### src/rtl/bcd_pkg.sv
// rtl/bcd_pkg.sv - shared BCD/binary conversion types and constants
//
// Contents:
//   state_t          converter FSM states (IDLE, SHIFT)
//   BCD_DIGIT_W      bits per packed BCD digit
//   BCD_MAX_DIGIT    largest legal BCD digit value
//   DEFAULT_DIGITS   default digit count, shared with the binary-to-BCD path
//   DEFAULT_BIN_W    default binary width, shared with the binary-to-BCD path
//   bcd_digit_valid  true when a 4-bit digit is a legal decimal digit
package bcd_pkg;

    typedef enum logic {
        IDLE  = 1'b0,
        SHIFT = 1'b1
    } state_t;

    localparam int BCD_DIGIT_W    = 4;
    localparam int BCD_MAX_DIGIT  = 9;
    localparam int DEFAULT_DIGITS = 4;
    localparam int DEFAULT_BIN_W  = 14;

    function automatic logic bcd_digit_valid(input logic [BCD_DIGIT_W-1:0] digit);
        return digit <= BCD_DIGIT_W'(BCD_MAX_DIGIT);
    endfunction

endpackage

### src/rtl/bcd_digit_adj.sv
// rtl/bcd_digit_adj.sv - reverse double-dabble digit correction (subtract 3 if >= 8)
//
// Ports:
//   digit_in   in  BCD_DIGIT_W  one BCD digit after the right shift
//   digit_out  out BCD_DIGIT_W  corrected digit
//
// A digit >= 8 after the right shift means a 1 arrived from the digit above,
// worth 10/2 = 5 here but read as 8; subtracting 3 restores the decimal weight.
module bcd_digit_adj
    import bcd_pkg::*;
(
    input  logic [BCD_DIGIT_W-1:0] digit_in,
    output logic [BCD_DIGIT_W-1:0] digit_out
);

    assign digit_out = (digit_in >= BCD_DIGIT_W'(8)) ? digit_in - BCD_DIGIT_W'(3) : digit_in;

endmodule

### src/rtl/bcd2bin_seq.sv
// rtl/bcd2bin_seq.sv - sequential packed-BCD to binary converter (reverse double-dabble)
//
// Parameters:
//   DIGITS  number of BCD digits in bcd_in
//   BIN_W   width of binary_out and number of shift cycles (10^DIGITS-1 < 2^BIN_W)
//
// Ports:
//   clk         in  1           system clock, rising edge
//   reset       in  1           asynchronous active-high reset
//   start       in  1           conversion request, sampled only while busy=0
//   bcd_in      in  4*DIGITS    packed BCD, digit 0 in [3:0]
//   busy        out 1           conversion in progress
//   done        out 1           one-cycle pulse, binary_out/err valid
//   binary_out  out BIN_W       converted value, held until next done
//   err         out 1           invalid-digit flag, valid with done
//
// Optional feature macro: BCD2BIN_ERR_EN
//   defined   - a start with any digit > 9 completes on the next edge with
//               err=1 and binary_out=0, skipping the shift phase
//   undefined - no digit check, err stays 0
module bcd2bin_seq
    import bcd_pkg::*;
#(
    parameter int DIGITS = DEFAULT_DIGITS,
    parameter int BIN_W  = DEFAULT_BIN_W
) (
    input  logic                          clk,
    input  logic                          reset,
    input  logic                          start,
    input  logic [BCD_DIGIT_W*DIGITS-1:0] bcd_in,
    output logic                          busy,
    output logic                          done,
    output logic [BIN_W-1:0]              binary_out,
    output logic                          err
);

    localparam int BCD_W = BCD_DIGIT_W * DIGITS;
    localparam int SR_W  = BCD_W + BIN_W;
    localparam int CNT_W = $clog2(BIN_W + 1);
    localparam logic [CNT_W-1:0] LAST_COUNT = CNT_W'(BIN_W - 1);

    state_t            state_q, state_n;
    logic [SR_W-1:0]   sr_q, sr_n;
    logic [SR_W-1:0]   sr_shift, sr_adj;
    logic [CNT_W-1:0]  count_q, count_n;
    logic              busy_q, busy_n;
    logic              done_q, done_n;
    logic [BIN_W-1:0]  bin_q, bin_n;
    logic              err_q, err_n;
    logic              reject;

    // sr is {bcd_part, bin_part}; each cycle the whole register moves right
    // one bit and every BCD digit is corrected.
    assign sr_shift = sr_q >> 1;
    assign sr_adj[BIN_W-1:0] = sr_shift[BIN_W-1:0];

    for (genvar g = 0; g < DIGITS; g++) begin : g_adj
        bcd_digit_adj u_adj (
            .digit_in  (sr_shift[BIN_W + g*BCD_DIGIT_W +: BCD_DIGIT_W]),
            .digit_out (sr_adj[BIN_W + g*BCD_DIGIT_W +: BCD_DIGIT_W])
        );
    end

`ifdef BCD2BIN_ERR_EN
    always_comb begin
        reject = 1'b0;
        for (int i = 0; i < DIGITS; i++) begin
            if (!bcd_digit_valid(bcd_in[i*BCD_DIGIT_W +: BCD_DIGIT_W])) begin
                reject = 1'b1;
            end
        end
    end
`else
    assign reject = 1'b0;
`endif

    always_ff @(posedge clk or posedge reset) begin
        if (reset) begin
            state_q <= IDLE;
            sr_q    <= '0;
            count_q <= '0;
            busy_q  <= 1'b0;
            done_q  <= 1'b0;
            bin_q   <= '0;
            err_q   <= 1'b0;
        end else begin
            state_q <= state_n;
            sr_q    <= sr_n;
            count_q <= count_n;
            busy_q  <= busy_n;
            done_q  <= done_n;
            bin_q   <= bin_n;
            err_q   <= err_n;
        end
    end

    always_comb begin
        state_n = state_q;
        sr_n    = sr_q;
        count_n = count_q;
        busy_n  = busy_q;
        done_n  = 1'b0;
        bin_n   = bin_q;
        err_n   = err_q;
        case (state_q)
            IDLE: begin
                if (start) begin
                    if (reject) begin
                        done_n = 1'b1;
                        err_n  = 1'b1;
                        bin_n  = '0;
                    end else begin
                        sr_n    = {bcd_in, {BIN_W{1'b0}}};
                        count_n = '0;
                        busy_n  = 1'b1;
                        state_n = SHIFT;
                    end
                end
            end
            SHIFT: begin
                sr_n    = sr_adj;
                count_n = count_q + CNT_W'(1);
                if (count_q == LAST_COUNT) begin
                    bin_n   = sr_adj[BIN_W-1:0];
                    err_n   = 1'b0;
                    done_n  = 1'b1;
                    busy_n  = 1'b0;
                    state_n = IDLE;
                end
            end
            default: state_n = IDLE;
        endcase
    end

    assign busy       = busy_q;
    assign done       = done_q;
    assign binary_out = bin_q;
    assign err        = err_q;

endmodule
### config.mk
export PLATFORM = sky130hd
export DESIGN_NAME = bcd2bin_seq
export DESIGN_NICKNAME = d
export VERILOG_FILES = /design/src/rtl/bcd_pkg.sv /design/src/rtl/bcd_digit_adj.sv /design/src/rtl/bcd2bin_seq.sv
export SDC_FILE = /design/constraint.sdc
export NUM_CORES = 1
export LEC_CHECK = 0
export ABC_AREA = 1
export BUFFER_PORTS_ARGS = -buffer_cell sky130_fd_sc_hd__buf_4
export CAP_MARGIN = 0
export CORE_ASPECT_RATIO = 0.6
export CORE_UTILIZATION = 56
export DETAILED_ROUTE_END_ITERATION = 7
export MAX_ROUTING_LAYER = met4
export PLACE_DENSITY = 0.78
export SLEW_MARGIN = 30
export SYNTH_ARGS = -nofsm -noshare
export SYNTH_HDL_FRONTEND = slang
export SYNTH_HIERARCHICAL = 1
export SYNTH_SLANG_ARGS = --single-unit
### constraint.sdc
create_clock -name clk -period 1.4 [get_ports clk]
set_input_delay 0.07 -clock clk [delete_from_list [all_inputs] [get_ports clk]]
set_output_delay 0.07 -clock clk [all_outputs]
set_load 0.03 [all_outputs]
Word-level counts from Yosys, hierarchy flattened --
Cells that the tools add are included.
Storage, ports and cells: word-level logic and storage cells 41, bits of input ports 19, register bits after elaboration 52
Cells by class: bitwise operators 1, add/sub/neg operators 5, reductions and logical operators 2, mux-type cells 19, equality and inequality tests 3, order comparisons 4
Operators by type and width (number):
- $pmux W30 S2 | 1
- $mux W30 | 1
- $mux W14 | 2
- $mux W4 | 5
- $ge A4 B4 Y1 const B | 3
- $sub A4 B2 Y4 const B | 3
- $pmux W4 S2 | 1
- $mux W1 | 6
- $pmux W1 S2 | 3
- $add A4 B1 Y4 const B | 1
- $eq A4 B4 Y1 const B | 1
- $ge A3 B4 Y1 const B | 1
- $reduce_and A2 Y1 | 2
- $sub A3 B2 Y4 const B | 1
- $ne A2 B1 Y1 const B | 1
- $ne A2 B2 Y1 const B | 1
- $not A1 Y1 | 1

Longest topological paths before layout --
Gate-level depths: netlist (run 1).
word-level depth 3, depth in mapped cells 8, mapped depth without buffers 8

By module --
Netlist (run 1), hierarchy kept.
By module, submodules not included:
- bcd2bin_seq | seq. area each 1251.2 um^2, cells each 229, area each 2052.0 um^2, times used 1
- bcd_digit_adj | seq. area each 0.0 um^2, cells each 16, area each 88.8 um^2, times used 4

Worst setup path after synthesis (run 1) --
OpenSTA, ideal clock, no wires.
path kind flip-flop to flip-flop, start register count_q[0], end register bin_q[7] (netlist: binary_out[7]), buffers on the path 1, setup time 65 ps, path slack 201 ps, stages on the path, launching flop included 8, arrival time 1134 ps, path through dfrtp_1 ha_1 nand2_1 inv_1 nand2_2 buf_2 nand2_1 nand2_1
On the way: cells in the longest elaborated chain, start to end 3
Ends and longest elaborated chain:
- start, declared | RTL line bcd2bin_seq.sv:45 | logic [CNT_W-1:0] count_q, count_n;
- start signal, assigned | RTL line bcd2bin_seq.sv:89 | count_q <= count_n;
- $eq A4 B4 Y1 | RTL line bcd2bin_seq.sv:123 | if (count_q == LAST_COUNT) begin
- $ne A2 B1 Y1 (no line)
- $reduce_and A2 Y1 (no line)
- end signal, assigned | RTL line bcd2bin_seq.sv:92 | bin_q <= bin_n;
- end, declared | RTL line bcd2bin_seq.sv:48 | logic [BIN_W-1:0] bin_q, bin_n;
No other way between the ends. A chain may end at the register's enable or synchronous reset.

Final worst setup path (run 1) --
start register count_q[1], end register bin_q[3] (netlist: binary_out[3])
The elaborated chain is that of the path after synthesis.

==> out/metrics.yaml, run 1 <==
finish:
  final_layout_size_suffix_gt1_share_pct: 15.7
  diodes: 0
  syn2layout_area_growth_pct: 27.4
  num-fill-cells: 309
  nets: 384
  fin_area_um2: 3070
  layout.cells.non_filler: 416
routing:
  vias_per_cell: 4.76
  remaining_drc_errors: 1
  routedWlPerCell_um: 11.3
  first_pass_iters: 6
  first_iter_violations: 111
  num_vias: 1982
  wl_um: 4690
  detail-route-antenna-nets: 0
synth:
  ys_warn_count: 6
  synth.most_common_cell: "nand2_1"
  synth.avg_cell_area_um2: 8.22
  synth-seq-cells: 50
  ys_async_sr_fraction_pct: 100
  synth_commonest_cells: "120 x nand2_1, 50 x dfrtp_1, 42 x inv_1"
  synth_edf_count: 0
  yosys.area.top_type: "dfrtp_1"
  synth_ff_type: "dfrtp_1"
  syn_inst: 293
  synth_cell_types: 19
  synthesis.area_um2: 2410
  yosys.area.top_type_share_pct: 52.0
  ys_seq_area_share_pct: 52.0
  yosys-top-cells-area: "dfrtp_1 52%, nand2_1 19%, inv_1 6.5%, ha_1 5.2%, nand3_1 4.6%"
floorplan:
  fp.dieH_um: 52.8
  num_rows: 18
  die_x_um: 86.6
  start_util_pct: 58.4
  io_pins: 36
  die_area_um2: 4570
  design.core.area_um2: 4120
sta:
  clock.fmax_mhz: 813
  period_share_pct: 87.9
  fin_crit_ns: 1.23
  setup_tns_ns: 0
  rsz0062_at_grt: "no"
  fin_skew_ns: 0.00621
  slew_violations: 0
  hold_viol: 0
  setup_violations: 0
  whs_ns: 0.0458
job:
  max_cap_violations: 0
critical_path:
  critPathKind: "register to register"
  crit_required_ns: 1.60
  cp_max_fo: 14
  reg2reg_slack_ns: 0.17
  startpoint_type: "register"
  crit_arrival_ns: 1.43
  critPathCaptureType: "register"
clock_tree:
  cts_tree: "yes"
  clockRootBuffer: "clkbuf_8"
  clk_latency_ns: 0.30
  cts.sinks: 50
  cts.clk_slew.worst_paths_ns: 0.09
  htreeDepth: 2
  numCtsBuffers: 5
  clockBufferDepth: 2
global_routing:
  grt-ovfl-total: 0
  antenna_found_initial: 0
  grt_start_max_net_pins: 51
  first_global_vias: 1818
  track_usage_pct: 24.0
  grt_pass1_wl_um: 7870
min_path:
  hp-class: "input pin to register"
power:
  leakagePower_nw: 1.66
  peakVddDrop_v: 0.000980
  power_density_nw_per_um2: 2170
placement:
  gp_congestion: 0.735
  hpwl_um: 3000
  dp_cells: 390
  io_buffers: 34
  placed_cell_area_um2: 2750
run_status:
  violations: "design-rule violations"
  status: "finished with violations"
==> flip-flops by register name, indices dropped and copies added (netlist names) <==
register / flops
binary_out: 14
busy: 1
count_q: 4
done: 1
sr_q: 29
state_q: 1
==> layer usage <==
layer,global-route usage [%],up-vias,wire length (µm)
met5,-,-,0
met3,4.72,7,189
met4,9.44,0,68
met1,31.1,919,2320
met2,38.0,45,2110
li1,-,1011,-
==> stage by stage <==
stage / utilization, % / setup WS, ns / power, W
after floorplan: - / 0.129 / 0.00471
after global placement: 66.7 / 0.161 / 0.00539
after detailed placement: 66.7 / 0.101 / 0.00549
after CTS: 73.8 / 0.0699 / 0.00663
after global routing: 74.4 / 0.0702 / 0.00723
final: 74.4 / 0.170 / 0.00665
==> placed cells by master (no fill, tap or decap) <==
cell,count
nand2_2,1
clkbuf_8,6
inv_2,2
dfrtp_1,50
nor2_2,1
a21boi_1,4
bufinv_16,1
nand2_1,120
xor2_1,4
ha_1,10
inv_1,41
nor2_4,1
o22ai_1,12
dlygate4sd3_1,17
nand3_1,22
a21oi_1,1
buf_12,2
o21ai_0,8
nor2_1,4
nand2_4,1
buf_4,40
inv_6,1
conb_1,7
==> critical path, stage by stage, from the launching register on <==
cell	delay (ns)
dfrtp_1	0.41
inv_1	0.09
ha_1	0.14
nand2_1	0.10
inv_1	0.11
nand2_4	0.13
nand2_1	0.11
nand2_1	0.05
==> layout make-up <==
type	count	area, µm²	share of cell area (%)
sequential	50	1250	40.8
multi-input combinational	196	947	30.9
timing repair buffer	59	510	16.6
inverter	43	161	5.26
clock buffer	6	82.6	2.69
tap	60	75.1	2.45
clock inverter	2	38.8	1.26
==> power by group <==
part           internal (W)  total (W)  switching (W)  leakage (nW)
Clock              0.000588    0.00107       0.000482        0.0618
Sequential          0.00212    0.00268       0.000559         0.622
Combinational       0.00120    0.00290        0.00169         0.981
Total               0.00391    0.00665        0.00273          1.66
==> timing repair <==
item	CTS	global route
endpoints found under the hold margin	66	0
hold buffers	17	0
setup endpoints to repair	0	7
setup buffers	0	1
gates resized for setup	0	1
==> logic make-up after synthesis <==
family | after synthesis | synth area share (%)
adder cells (fa/ha/maj) | 10 | 5.20
XOR/XNOR | 4 | 1.46
AND/OR/NAND/NOR | 150 | 25.2
flip-flops | 50 | 52.0
buffers and inverters | 53 | 9.82
AO/OA/AOI/OAI | 25 | 6.24
other | 1 | 0.156
==> final timing paths <==
| check | from | endpoint | cells past startpoint |
|---|---|---|---|
| hold reg to reg | sr_q[6] | binary_out[5] | 2 |
| setup / recovery | count_q[1] | binary_out[3] | 7 |
| setup reg to reg | count_q[1] | binary_out[3] | 7 |
| min in group asynchronous | reset | binary_out[2] | 4 |
| max in group asynchronous | reset | sr_q[28] | 4 |
| hold / removal | start | count_q[3] | 4 |
Note: power is estimated with default switching activity, not from simulation.
==> inputs of run 2 (changes only) <==
--- a/config.mk
+++ b/config.mk
@@ -9,10 +9,10 @@
 export BUFFER_PORTS_ARGS = -buffer_cell sky130_fd_sc_hd__buf_4
 export CAP_MARGIN = 0
 export CORE_ASPECT_RATIO = 0.6
-export CORE_UTILIZATION = 56
+export CORE_UTILIZATION = 51
 export DETAILED_ROUTE_END_ITERATION = 7
 export MAX_ROUTING_LAYER = met4
-export PLACE_DENSITY = 0.78
+export PLACE_DENSITY = 0.74
 export SLEW_MARGIN = 30
 export SYNTH_ARGS = -nofsm -noshare
 export SYNTH_HDL_FRONTEND = slang
==> constraint.sdc (replaced) <==
create_clock -name clk -period 1 [get_ports clk]
set_input_delay 0.2 -clock clk [delete_from_list [all_inputs] [get_ports clk]]
set_output_delay 0.2 -clock clk [all_outputs]
set_load 0.03 [all_outputs]
==> run 2 against run 1 <==
Utilization up 12 points. The run ends with negative setup slack left. Largest power group unchanged. First-iteration DRC count rose by 88%. Critical path type unchanged. Sequential power rose by 46%. Fmax is essentially flat. Count of clock-buffer cells in the layout down 1. Critical endpoint is now sr_q[20].
==> out/metrics.yaml, run 2 (same netlist as run 1, synthesis figures left out) <==
routing:
  remaining_drc_errors: 0  # was 1
  first_pass_iters: 5  # was 6
  first_iter_violations: 209  # was 111
  vias_per_cell: 5.46  # was 4.76
  detail-route-antenna-nets: 0  # unchanged
  routedWlPerCell_um: 17.5  # was 11.3 µm
  num_vias: 2426  # was 1,982
  wl_um: 7790  # was 4690 µm
sta:
  rsz0062_at_grt: "yes"  # was no
  fin_skew_ns: 0.0124  # was 0.00621 ns
  whs_ns: 0.0923  # was 0.0458 ns
  period_share_pct: 123  # was 87.9%
  fin_crit_ns: 1.23  # about the same
  slew_violations: 0  # unchanged
  final.setup.worst_slack_ns: -0.230  # was 0.170 ns
  clock.fmax_mhz: 813  # about the same
  hold_viol: 0  # unchanged
  setup_violations: 66  # was 0
placement:
  io_buffers: 34  # unchanged
  gp_congestion: 0.764  # was 0.735
  hpwl_um: 3320  # was 3000 µm
floorplan:
  die_x_um: 90.7  # was 86.6 µm
  fp.dieH_um: 55.2  # was 52.8 µm
  num_rows: 18  # unchanged
  io_pins: 36  # unchanged
  die_area_um2: 5010  # was 4570 µm²
  design.core.area_um2: 4300  # was 4120 µm²
  start_util_pct: 56.0  # was 58.4%
finish:
  largest-register: "sr_q"  # unchanged
  register_area_um2: 1250  # about the same
  num-fill-cells: 193  # was 309
  final_core_util_pct: 86.7  # was 74.4%
  largest_reg_flops: 29  # unchanged
  final_cell_mix: "96 x nand2_1, 52 x buf_4, 49 x dfrtp_1"  # was 120 x nand2_1, 50 x dfrtp_1, 41 x inv_1
  final_layout_size_suffix_gt1_share_pct: 41.7  # was 15.7%
  nets: 412  # was 384
  diodes: 0  # unchanged
  multi_input_area_um2: 1230  # was 947 µm²
  layout_commonest_cell: "nand2_1"  # unchanged
  syn2layout_area_growth_pct: 54.9  # was 27.4%
power:
  power_density_nw_per_um2: 3370  # was 2170 nW/µm²
  total_power_w: 0.0126  # was 0.00665 W
  peakVddDrop_v: 0.00193  # was 0.000980 V
  leakagePower_nw: 1.99  # was 1.66 nW
critical_path:
  cp_max_fo: 8  # was 14
  critPathCaptureType: "register"  # unchanged
  crit_required_ns: 1.25  # was 1.60 ns
  reg2reg_slack_ns: -0.23  # was 0.17 ns
  crit_arrival_ns: 1.48  # was 1.43 ns
  startpoint_type: "register"  # unchanged
  critPathKind: "register to register"  # unchanged
global_routing:
  track_usage_pct: 24.9  # was 24.0%
  grt-ovfl-total: 0  # unchanged
  grt_pass1_wl_um: 9540  # was 7870 µm
  antenna_found_initial: 0  # unchanged
  first_global_vias: 2079  # was 1,818
  grt_start_max_net_pins: 30  # was 51
clock_tree:
  clk_latency_ns: 0.32  # was 0.30 ns
  cts.sinks: 50  # unchanged
  cts.clk_slew.worst_paths_ns: 0.09  # about the same
  clockBufferDepth: 2  # unchanged
  clockRootBuffer: "clkbuf_8"  # unchanged
  cts_tree: "yes"  # unchanged
  numCtsBuffers: 5  # unchanged
  htreeDepth: 2  # unchanged
run_status:
  violations: "negative setup slack"  # was design-rule violations
  status: "finished with violations"  # unchanged
min_path:
  hp-class: "input pin to register"  # unchanged
job:
  max_cap_violations: 0  # unchanged
## run 2: changes by cell type in the layout (fill, tap and decap cells not counted), sizes merged
cell / before / now
bufinv: 1 / 2
nand2: 122 / 123
buf: 42 / 83
dlygate4sd3: 17 / 1
clkinv: 0 / 1
inv: 44 / 41
clkinvlp: 0 / 2
clkbuf: 6 / 7
## run 2: final timing paths
| check | end | from | depth (start not counted) |
|---|---|---|---|
| hold reg to reg | binary_out[11] | sr_q[12] | 2 |
| min in group asynchronous | sr_q[12] | reset | 3 |
| setup / recovery | sr_q[20] | state_q | 6 |
| hold / removal | sr_q[29] | bcd_in[15] | 3 |
| setup reg to reg | sr_q[20] | state_q | 6 |
| max in group asynchronous | state_q | reset | 4 |
## run 2: area by class of cell
class / count / share of cell area, %
sequential: 50 / 33.6
multi-input combinational: 197 / 33.0
timing repair buffer: 86 / 22.9
inverter: 43 / 4.80
tap: 60 / 2.01
clock buffer: 5 / 1.85
clock inverter: 3 / 1.85
## run 2: per-layer routing
metal / track usage (%) / share of wire [%] / up-vias
li1: - / - / 1071
met1: 34.1 / 39 / 1134
met2: 39.2 / 47 / 174
met3: 3.72 / 9.8 / 47
met4: 6.22 / 4.4 / 0
met5: - / 0 / -
## run 2: power breakdown
part           total (W)  switching [W]  internal (W)
Sequential       0.00390       0.000929       0.00297
Clock            0.00174       0.000736       0.00100
Combinational    0.00692        0.00371       0.00321
## run 2: worst max-delay path, stage by stage, from the launching register on
cell and delay [ns]:
dfrtp_2 0.46, buf_6 0.14, nor2_4 0.15, buf_6 0.12, clkbuf_16 0.15, nand2_1 0.06
nand3_1 0.08
## run 2: through the flow
stage / instance area, µm² / worst slack [ns] / setup TNS [ns] / cells
2_1_floorplan: 2460 / -0.119 / -1.53 / 299
3_3_place_gp: 2920 / -0.0893 / -2.51 / 406
3_5_place_dp: 2920 / -0.164 / -5.10 / 406
4_1_cts: 3340 / -0.124 / -5.59 / 426
5_1_grt: 3730 / -0.254 / -11.14 / 444
6_report: 3730 / -0.230 / -9.49 / 444
## run 2: what timing repair did
action	CTS	global route
endpoints found under the setup margin	65	66
hold endpoints to repair	9	0
pin swaps	8	16
hold buffers	1	0
buffers inserted	9	17
gates cloned	2	2
gates resized for setup	41	63
